## config.mk

```make
export PLATFORM = sky130hd
export DESIGN_NAME = fetch_unit
export DESIGN_NICKNAME = d
export VERILOG_FILES = /design/src/rtl/fetch_unit.sv
export SDC_FILE = /design/constraint.sdc
export NUM_CORES = 1
export LEC_CHECK = 0
export ABC_CLOCK_PERIOD_IN_PS = 7900
export CAP_MARGIN = 15
export CORE_ASPECT_RATIO = 0.6
export CORE_MARGIN = 5
export CORE_UTILIZATION = 45
export DETAILED_ROUTE_END_ITERATION = 8
export GPL_TIMING_DRIVEN = 1
export PLACE_DENSITY = 0.68
export SYNTH_ARGS = -nofsm -noshare
export SYNTH_HDL_FRONTEND = slang
export SYNTH_SLANG_ARGS = --single-unit
```

## constraint.sdc

```tcl
create_clock -name clk -period 7.9 [get_ports clk]
set_input_delay 1.58 -clock clk [delete_from_list [all_inputs] [get_ports clk]]
set_output_delay 1.58 -clock clk [all_outputs]
set_load 0.03 [all_outputs]
```

## src/rtl/fetch_unit.sv

```systemverilog
// Instruction fetch stage: owns the PC, issues 1-cycle synchronous ram reads and
// buffers returned words in a 2-entry FIFO with redirect flush and fault trapping.
module fetch_unit #(
    parameter logic [31:0] RESET_PC = 32'h0000_0000,
    parameter int unsigned ADDR_W   = 14
) (
    input  logic              clk,
    input  logic              reset,
    output logic [ADDR_W-1:0] i_addr,
    input  logic [31:0]       i_data,
    output logic [31:0]       inst,
    output logic [31:0]       inst_pc,
    output logic              inst_valid,
    input  logic              inst_ready,
    input  logic              redirect,
    input  logic [31:0]       redirect_pc,
    output logic              trap
);

    typedef enum logic [1:0] {
        ST_RUN,
        ST_DRAIN,
        ST_TRAP
    } state_e;

    state_e      state_q, state_d;
    logic [31:0] fetch_pc_q, fetch_pc_d;
    logic [31:0] req_pc_q, req_pc_d;
    logic        inflight_q, inflight_d;
    logic [31:0] fifo_data_q [2];
    logic [31:0] fifo_pc_q   [2];
    logic        rd_ptr_q, rd_ptr_d;
    logic        wr_ptr_q, wr_ptr_d;
    logic [1:0]  count_q, count_d;

    logic       pop;
    logic       flush;
    logic       wr_en;
    logic       issue;
    logic [2:0] occupancy;

    function automatic logic pc_legal(input logic [31:0] pc);
        return (pc[1:0] == 2'b00) && ((pc >> ADDR_W) == 32'd0);
    endfunction

    assign i_addr     = fetch_pc_q[ADDR_W-1:0];
    assign inst       = fifo_data_q[rd_ptr_q];
    assign inst_pc    = fifo_pc_q[rd_ptr_q];
    assign inst_valid = (count_q != 2'd0) && (state_q != ST_TRAP);
    assign trap       = (state_q == ST_TRAP);

    assign pop   = inst_valid & inst_ready;
    assign flush = redirect && (state_q != ST_TRAP);
    // A squashed in-flight read returns on the flush edge and is simply not written.
    assign wr_en = inflight_q && !flush;

    // Entries already buffered or in flight, less the one leaving this cycle, must
    // leave room for the word this issue will return two edges from now.
    assign occupancy = {1'b0, count_q} + {2'b00, inflight_q} - {2'b00, pop};
    assign issue     = (state_q == ST_RUN) && pc_legal(fetch_pc_q) && !redirect &&
                       (occupancy < 3'd2);

    always_comb begin
        state_d    = state_q;
        fetch_pc_d = fetch_pc_q;
        req_pc_d   = req_pc_q;
        inflight_d = issue;
        rd_ptr_d   = rd_ptr_q ^ pop;
        wr_ptr_d   = wr_ptr_q ^ wr_en;
        count_d    = count_q + {1'b0, wr_en} - {1'b0, pop};

        if (issue) begin
            req_pc_d   = fetch_pc_q;
            fetch_pc_d = fetch_pc_q + 32'd4;
        end

        if (flush) begin
            fetch_pc_d = redirect_pc;
            count_d    = 2'd0;
            wr_ptr_d   = rd_ptr_d;
        end

        case (state_q)
            ST_RUN: begin
                state_d = pc_legal(fetch_pc_d) ? ST_RUN : ST_DRAIN;
            end
            ST_DRAIN: begin
                if (flush) begin
                    state_d = pc_legal(fetch_pc_d) ? ST_RUN : ST_DRAIN;
                end else if ((count_q == 2'd0) && !inflight_q) begin
                    state_d = ST_TRAP;
                end
            end
            ST_TRAP: begin
                state_d = ST_TRAP;
            end
            default: begin
                state_d = ST_TRAP;
            end
        endcase
    end

    always_ff @(posedge clk or negedge reset) begin
        if (!reset) begin
            state_q    <= ST_RUN;
            fetch_pc_q <= RESET_PC;
            req_pc_q   <= '0;
            inflight_q <= 1'b0;
            rd_ptr_q   <= 1'b0;
            wr_ptr_q   <= 1'b0;
            count_q    <= '0;
            for (int unsigned i = 0; i < 2; i++) begin
                fifo_data_q[i] <= '0;
                fifo_pc_q[i]   <= '0;
            end
        end else begin
            state_q    <= state_d;
            fetch_pc_q <= fetch_pc_d;
            req_pc_q   <= req_pc_d;
            inflight_q <= inflight_d;
            rd_ptr_q   <= rd_ptr_d;
            wr_ptr_q   <= wr_ptr_d;
            count_q    <= count_d;
            if (wr_en) begin
                fifo_data_q[wr_ptr_q] <= i_data;
                fifo_pc_q[wr_ptr_q]   <= req_pc_q;
            end
        end
    end

endmodule

```

Yosys cells after proc, flatten, opt, wreduce, memory -nomap -nowiden

Index checks and enable logic that the tools add are counted.

Register bits: 199
Output and inout bits: 80

Add/subtract/negate cells: 5
Magnitude comparators: 4
Equal/unequal tests: 4
Multiplexer cells: 18
Bitwise operators: 5
Reduce and logical (&&, ||, !) cells: 21

Operators with widths:

| kind                                                       | number |
|---|---|
| 2-to-1 mux 32 bit                                          | 9 |
| bitwise mux 64 bit                                         | 2 |
| zero test 32 bit                                           | 2 |
| adder 32 x 3 -> 32 bit, second input constant              | 1 |
| demux 32 bit (select 1 bit)                                | 1 |
| logical AND 1 bit                                          | 10 |
| zero test 2 bit                                            | 4 |
| 2-to-1 mux 2 bit                                           | 3 |
| greater-or-equal comparator 2 bit, second input constant   | 2 |
| NOT 1 -> 2 bit                                             | 2 |
| one-hot mux 2 bit (2 select lines)                         | 1 |
| nonzero test 2 bit                                         | 2 |
| adder 2 x 1 -> 3 bit                                       | 1 |
| zero test 1 bit                                            | 3 |
| less-than comparator 3 x 2 -> 1 bit, second input constant | 1 |
| != test 3 bit, second input constant                       | 1 |
| subtractor 3 x 1 -> 3 bit                                  | 1 |
| adder 2 x 1 -> 2 bit                                       | 1 |
| equality test 2 x 1 -> 1 bit, second input constant        | 1 |
| equality test 2 bit, second input constant                 | 1 |
| less-than comparator 2 x 1 -> 1 bit, second input constant | 1 |
| 2-to-1 mux 1 bit                                           | 2 |
| != test 2 bit, second input constant                       | 1 |
| subtractor 2 x 1 -> 2 bit                                  | 1 |
| other kinds (2)                                            | 3 |

Depth between registers and ports, before layout

Gate-level depths: netlist of the first run.

Depth in word-level cells: 13
Gate-level depth with buffers: 14
Gate-level depth less buffers: 12

Worst setup path before layout of the first run

No wires, ideal clock.

Path type: input port to flip-flop
Start point: input port inst_ready
End point: register fetch_pc_q[11]
Library setup time: 0.126 ns
Arrival: 3.709 ns
Slack: 4.065 ns
Stages: 11
Buffers on the path: 1
Cell sequence: nand2_1 and2_1 o21ai_0 fa_1 nor4b_2 nand4_1 or2_1 buf_2 clkinv_1 a21bo_2 a221o_1

Word-level cells in the longest chain between the ends: 5

Ends and longest elaborated chain:

| element                             | line | text |
|---|---|---|
| from (decl)                         | 14   | `input logic inst_ready,` |
| AND 1 bit                           | 52   | `assign pop = inst_valid & inst_ready;` |
| subtractor 3 x 1 -> 3 bit           | 59   | `assign occupancy = {1'b0, count_q} + {2'b00, inflight_q} - {2'b00, pop};` |
| less-than comparator 3 x 2 -> 1 bit | 61   | `(occupancy < 3'd2);` |
| logical AND 1 bit                   | 60   | `assign issue = (state_q == ST_RUN) && pc_legal(fetch_pc_q) && !redirect &&` |
| nonzero test 2 bit (no line)        | --   |  |
| to (signal assigned)                | 118  | `fetch_pc_q <= fetch_pc_d;` |
| to (decl)                           | 27   | `logic [31:0] fetch_pc_q, fetch_pc_d;` |

Every way passes these cells.
A chain may end at the register's enable or synchronous reset.

Worst setup path in the final report of the first run

Start point: register rd_ptr_q
End point: output port inst_pc[10]

Word-level cells in the longest chain between the ends: 4

Ends and longest elaborated chain:

| element                                               | line | text |
|---|---|---|
| from (decl)                                           | 32   | `logic rd_ptr_q, rd_ptr_d;` |
| from (signal assigned)                                | 121  | `rd_ptr_q <= rd_ptr_d;` |
| NOT 1 -> 2 bit (implied by the code)                  | 48   | `assign inst_pc = fifo_pc_q[rd_ptr_q];` |
| 2-to-1 mux 32 bit (implied by the code) (3 in series) | 48   |  |
| to (decl)                                             | 12   | `output logic [31:0] inst_pc,` |

Every way passes these cells. The select of a mux whose other input is x is not followed.

==> reports/metrics.csv, run 1 <==
metric;value;unit
# clock sinks;199;
status;finished, final reports clean;
Synth area leader;dfrtp_1;
grt met3 use;3.76;%
Worst Hold Class;flip-flop to flip-flop;
Seq pwr share;49.4;%
routed wire length;19100;µm
Buffers on Ports;147;
Area contributors post-synth;dfrtp_1, mux2_2, nand2_1;
Post-CTS Resized;0;
Ys Warns;0;
crit start category;flip-flop;
gr ovfl total;0;
number of global-route vias before repair;5985;
Cell Area, Placed;10200;µm²
Slew @ Worst Pin;1.04;ns
first-pass GRT wire length;31600;µm
Clock Root Buffer;clkbuf_16;
Setup Skew;0.00892;ns
Pins Over Slew Limit;0;
synthesized area;8630;µm²
worst skew pair latency;0.43;ns
endpoints failing hold;0;
row count;39;
Final Cell Area;10800;µm²
GRT Max-Usage Layer;met2;
Worst setup EP type;primary output;
H-tree level count;4;
Cell variety after synth;39;
Final period util;56.6;%
Mapped Cells;666;
Async S/R FF share, synth;100;%
Max clock buf depth;2;
post-layout min period;4.47;ns
ratio of cells with drive above 1 in the final layout;30.8;%
Post-Syn Nets;740;
Critical Path AT;2.89;ns
Peak VDD IR;144;µV
Worst-path clk slew;0.07;ns
Via-to-Cell Ratio;5.25;
met2 usage;28.4;%
CTS tree;built;
Gate power share;13.0;%
Worst Setup Path Type;flip-flop to primary output;
Chip Width;189;µm
DRT Pass-1 Iters;4;
Antenna Cells;0;
RSZ-0062 raised after global routing;no;
initial antenna violation count;0;
core area;18900;µm²
met1 Resource Use GR;25.2;%
# IOs;148;
clock share of power;37.6;%
max-cap violations;0;
ys flop type;dfrtp_1;
gpl congestion;0.853;
fraction of power spent switching nets;27.8;%
drc violations;0;
Final Util;57.2;%
Seq/Total Area, Yosys;57.7;%
P_int;0.00170;W
synthesized flop and latch total;199;
power density over the cells;217;nW/µm²
PnR Total Power;0.00235;W
final setup vio count;0;
number of fill cells;1513;
Die Y;117;µm
vias after detailed routing;5498;
syn_area_per_cell;13.0;µm²
switching power total;0.000652;W
Fmax achieved;0.224;GHz
Leak;5.17;nW
CTS Buf Count;17;
Worst Path Max Fanout;44;
DIE AREA;22100;µm²
Post-synth EDFFs;0;
final layout net count;863;
largest net degree at the start of global routing;119;
synthesis-to-layout area growth;25.5;%
DRC marker count from the first detailed-route iteration;412;
CP Data Required Time;6.32;ns
setup TNS;0;ns
Setup Fix Bufs, Post-CTS;0;
wire per inst;18.3;µm
Antenna Violating Nets Remaining;0;
GR Util All Layers;17.9;%
hold buffers post-CTS;0;
Initial Utilization;45.6;%
DP Wirelength;12700;µm
Worst slew margin;30.7;%
area share of the largest cell type after synthesis;57.7;%
synthesized netlist by cell type (all sizes together) (2+ instances only):
cell type	n
a21bo	3
a221o	6
and2	22
and3	2
and4	2
buf	18
clkbuf	30
dfrtp	199
ha	5
inv	7
mux2	193
nand2	105
nand3	3
nand4	7
nor2	12
nor3	7
nor4	10
o21ai	13
xnor2	8
cell usage in the layout (no fill, tap or decap), types with 4 or more instances in the layout:
cell	synthesis	routed
mux2_2	193	193
clkdlybuf4s50_1	0	146
clkinvlp_4	0	4
a221o_1	6	6
o21ai_0	12	12
nor3_1	7	7
nand4_1	6	6
buf_4	14	5
clkbuf_16	0	17
nor2_1	12	11
inv_1	7	7
and2_1	22	22
nor4_1	5	5
dfrtp_1	199	198
xnor2_1	8	8
nor4_2	5	5
nand2_1	105	105
flip-flops by register name, summed over array words and instances, names as in the netlist:
name / flops
wr_ptr_q: 1
state_q: 2
rd_ptr_q: 1
inflight_q: 1
fifo_data_q: 64
fifo_pc_q: 64
req_pc_q: 32
count_q: 2
fetch_pc_q: 32
through the flow:
stage               instances  hold WS, ns  worst slack, ns
CTS                      1048        0.486             3.40
global route             1048        0.513             3.32
global placement         1016        0.460             3.25
detailed placement       1016        0.469             3.12
finish                   1048        0.481             3.43
floorplan                 666        0.446             4.07
power groups by stage:
stage	registers, W	logic, W	clock network (W)
4_1_cts	0.00116	0.000310	0.000902
3_5_place_dp	0.00118	0.000309	0
3_3_place_gp	0.00117	0.000300	0
2_1_floorplan	0.00115	0.000209	0
6_report	0.00116	0.000306	0.000882
5_1_grt	0.00117	0.000331	0.000944
metal layers:
metal | wire length [µm] | up-vias
li1 | - | 2526
met1 | 9180 | 2810
met2 | 8820 | 138
met3 | 880 | 24
met4 | 264 | 0
met5 | 0 | -
worst paths after layout:
check                                          from                         end  slack (ns)  cells after the start
min in group asynchronous                     reset   fifo_pc_q[48]$_DFFE_PN0P_        1.26                      1
max                              rd_ptr_q$_DFF_PN0_                 inst_pc[10]        3.43                      3
min                        fetch_pc_q[21]$_DFF_PN0_    fetch_pc_q[21]$_DFF_PN0_        0.48                      2
max in group asynchronous                     reset  fifo_data_q[1]$_DFFE_PN0P_        5.05                      2
min reg2reg                fetch_pc_q[21]$_DFF_PN0_    fetch_pc_q[21]$_DFF_PN0_        0.48                      2
max reg2reg                  state_q[1]$_DFFE_PN0P_  fetch_pc_q[11]$_DFFE_PN0P_        4.33                     12
cells by family after synthesis:
group | synth area share, %
multiplexers | 25.3
XOR/XNOR | 0.913
buffers and inverters | 3.16
adder cells (fa/ha/maj) | 0.957
flip-flops | 57.7
AND/OR/NAND/NOR | 9.75
AO/OA/AOI/OAI | 2.25
final cells by class:
cell class	instances	area [µm²]	share of cell area [%]
well taps	246	308	2.84
flip-flops and latches	199	4980	46.0
repair buffers	152	1510	14.0
multi-input cells	411	3410	31.5
clock buffers	17	425	3.93
clock inverters	15	170	1.57
inverters	8	30.0	0.277
critical path: stages, from the launching register on:
cell	delay [ns]
dfrtp_2	0.71
buf_4	0.62
mux2_2	0.45
clkdlybuf4s50_1	0.61
Power figures use the tool's default switching activity.
==> run 2: changes to the inputs <==
- ABC_CLOCK_PERIOD_IN_PS: 7900 -> 4300
- clock period: 7.9 -> 4.3 ns (I/O delays scaled with it)
==> reports/metrics.csv, run 2 (synthesis gave the netlist of run 1 again) <==
metric;value;unit;change
row count;39;;unchanged
status;finished, final reports clean;;
Pins Over Slew Limit;0;;unchanged
power density over the cells;388;nW/µm²;+79%
setup TNS;0;ns;unchanged
CP Data Required Time;4.62;ns;-1.70 ns
Max clock buf depth;2;;unchanged
worst skew pair latency;0.43;ns;about the same
Buffers on Ports;147;;unchanged
# clock sinks;199;;unchanged
DIE AREA;22100;µm²;unchanged
Final Cell Area;10900;µm²;+0.54%
vias after detailed routing;5498;;unchanged
Worst path slowest cell;clkdlybuf4s50_1;;
Via-to-Cell Ratio;5.22;;-0.47%
CP bufs+invs;2;;unchanged
Worst Setup SP;inst_ready;;
P_int;0.00307;W;+81%
post-layout min period;3.62;ns;
cell count along the critical path;11;;+8
Worst slew margin;40.9;%;+10 points
CTS Buf Count;17;;unchanged
Worst-path clk slew;0.07;ns;about the same
first-pass GRT wire length;31800;µm;+0.37%
Hold WS;0.497;ns;+0.0162 ns
Post-CTS Resized;0;;unchanged
final setup vio count;0;;unchanged
worst-case reg-to-reg path depth;12;;unchanged
Gate power share;13.4;%;+0.4 points
gpl congestion;0.825;;-3.3%
Fmax achieved;0.276;GHz;
Cell Chain, Critical Path;clkdlybuf4s50_1, nand2_1, and2_1, o21ai_0, fa_1, nor4b_2, nand4_1, or2_1, clkinv_1, a21bo_2, a221o_1;;
top flop regs;fifo_data_q x64, fifo_pc_q x64;;
core area;18900;µm²;unchanged
Peak VDD IR;253;µV;+76%
RR Endpoint;fetch_pc_q[5]$_DFFE_PN0P_;;
crit start category;input port;;
max-cap violations;0;;unchanged
gr ovfl total;0;;unchanged
register area;4980;µm²;unchanged
CTS tree;built;;
Antenna Cells;0;;unchanged
Slew @ Worst Pin;0.887;ns;-0.152 ns
worst r2r src;state_q[1]$_DFFE_PN0P_;;
commonest cells after routing, fill and taps aside;dfrtp_1, mux2_2, clkdlybuf4s50_1, nand2_1, and2_1;;
Worst setup EP type;flip-flop;;
ratio of cells with drive above 1 in the final layout;31.2;%;+0.43 points
DP Wirelength;13000;µm;+2.7%
Chip Width;189;µm;unchanged
initial antenna violation count;0;;unchanged
FF-to-FF setup slack;0.73;ns;-3.60 ns
GR Util All Layers;18.1;%;+0.17 points
largest net degree at the start of global routing;113;;-5.0%
Seq pwr share;50.5;%;+1.1 points
Clock Root Buffer;clkbuf_16;;
final layout net count;868;;+0.58%
Setup Skew;0.00942;ns;+0.000498 ns
fraction of power spent switching nets;27.4;%;-0.32 points
synthesis-to-layout area growth;26.2;%;
area occupied by multi-input gates;3410;µm²;unchanged
Die Y;117;µm;unchanged
crit path capture;fetch_pc_q[5]$_DFFE_PN0P_;;
RSZ-0062 raised after global routing;no;;
Cell Area, Placed;10300;µm²;+0.86%
most common cell after layout, fill and taps aside;dfrtp_1;;
Final period util;84.2;%;
Worst Setup Path Type;input port to flip-flop;;
switching power total;0.00116;W;+78%
CP peak stage delay;0.48;ns;-0.23 ns
number of global-route vias before repair;6026;;+0.69%
Worst Path Max Fanout;18;;-59%
clock share of power;36.1;%;-1.5 points
Setup Fix Bufs, Post-CTS;0;;unchanged
drc violations;0;;unchanged
endpoints failing hold;0;;unchanged
Leak;5.19;nW;+0.41%
H-tree level count;4;;unchanged
Critical Path AT;3.93;ns;+1.04 ns
number of fill cells;1504;;-0.59%
PnR Total Power;0.00423;W;+80%
Top Family by Delay on Critical Path;simple AND/OR/NAND/NOR gates;;
routed wire length;19100;µm;-0.27%
Antenna Violating Nets Remaining;0;;unchanged
DRC marker count from the first detailed-route iteration;325;;-21%
DRT Pass-1 Iters;5;;+1
Initial Utilization;45.6;%;unchanged
wire per inst;18.1;µm;-0.74%
Worst Hold Class;flip-flop to flip-flop;;
hold buffers post-CTS;0;;unchanged
# IOs;148;;unchanged
==> run 2: final cells by class <==
class,count,share of cell area [%]
flip-flops and latches,199,45.7
multi-input cells,411,31.3
repair buffers,157,14.7
clock buffers,18,4.03
well taps,246,2.83
clock inverters,14,1.17
inverters,8,0.276
==> run 2: power by group through the flow <==
stage	Combinational, W	Sequential [W]	Clock [W]
4_1_cts	0.000575	0.00213	0.00157
2_1_floorplan	0.000384	0.00212	0
3_3_place_gp	0.000556	0.00216	0
5_1_grt	0.000621	0.00215	0.00164
6_report	0.000568	0.00213	0.00152
3_5_place_dp	0.000573	0.00217	0
==> run 2: per-stage QoR <==
step / util [%] / std cells / setup WS, ns
4_1_cts: 57.5 / 1053 / 0.699
3_3_place_gp: 54.5 / 1021 / 0.359
3_5_place_dp: 54.5 / 1021 / 0.262
5_1_grt: 57.5 / 1053 / 0.448
6_report: 57.5 / 1053 / 0.682
2_1_floorplan: - / 666 / 0.742
==> run 2: how the worst min path moves through the flow <==
stage / end / depth (start not counted) / startpoint / slack (ns)
2_1_floorplan: fetch_pc_q[18]$_DFF_PN0_ / 2 / fetch_pc_q[18]$_DFF_PN0_ / 0.45
3_3_place_gp: fetch_pc_q[18]$_DFF_PN0_ / 2 / fetch_pc_q[18]$_DFF_PN0_ / 0.46
3_5_place_dp: req_pc_q[11]$_DFFE_PN0N_ / 2 / req_pc_q[11]$_DFFE_PN0N_ / 0.48
4_1_cts: fetch_pc_q[25]$_DFF_PN0_ / 2 / fetch_pc_q[25]$_DFF_PN0_ / 0.50
5_1_grt: fifo_data_q[1]$_DFFE_PN0P_ / 1 / fifo_data_q[1]$_DFFE_PN0P_ / 0.51
6_report: req_pc_q[9]$_DFFE_PN0N_ / 2 / req_pc_q[9]$_DFFE_PN0N_ / 0.50
==> run 2: routing by layer <==
| metal | global-route usage, % | wire (µm) | vias to the layer above |
|---|---|---|---|
| met4 | 4.85 | 226 | 0 |
| met1 | 24.8 | 9120 | 2802 |
| met3 | 4.68 | 981 | 19 |
| met5 | 0 | 0 | - |
| li1 | - | - | 2544 |
| met2 | 29.2 | 8760 | 133 |
==> run 2: worst min-delay path, stage by stage, from the launching register on <==
cell and delay, ns:
dfrtp_1 0.36, nand2_1 0.05, nand2_1 0.06
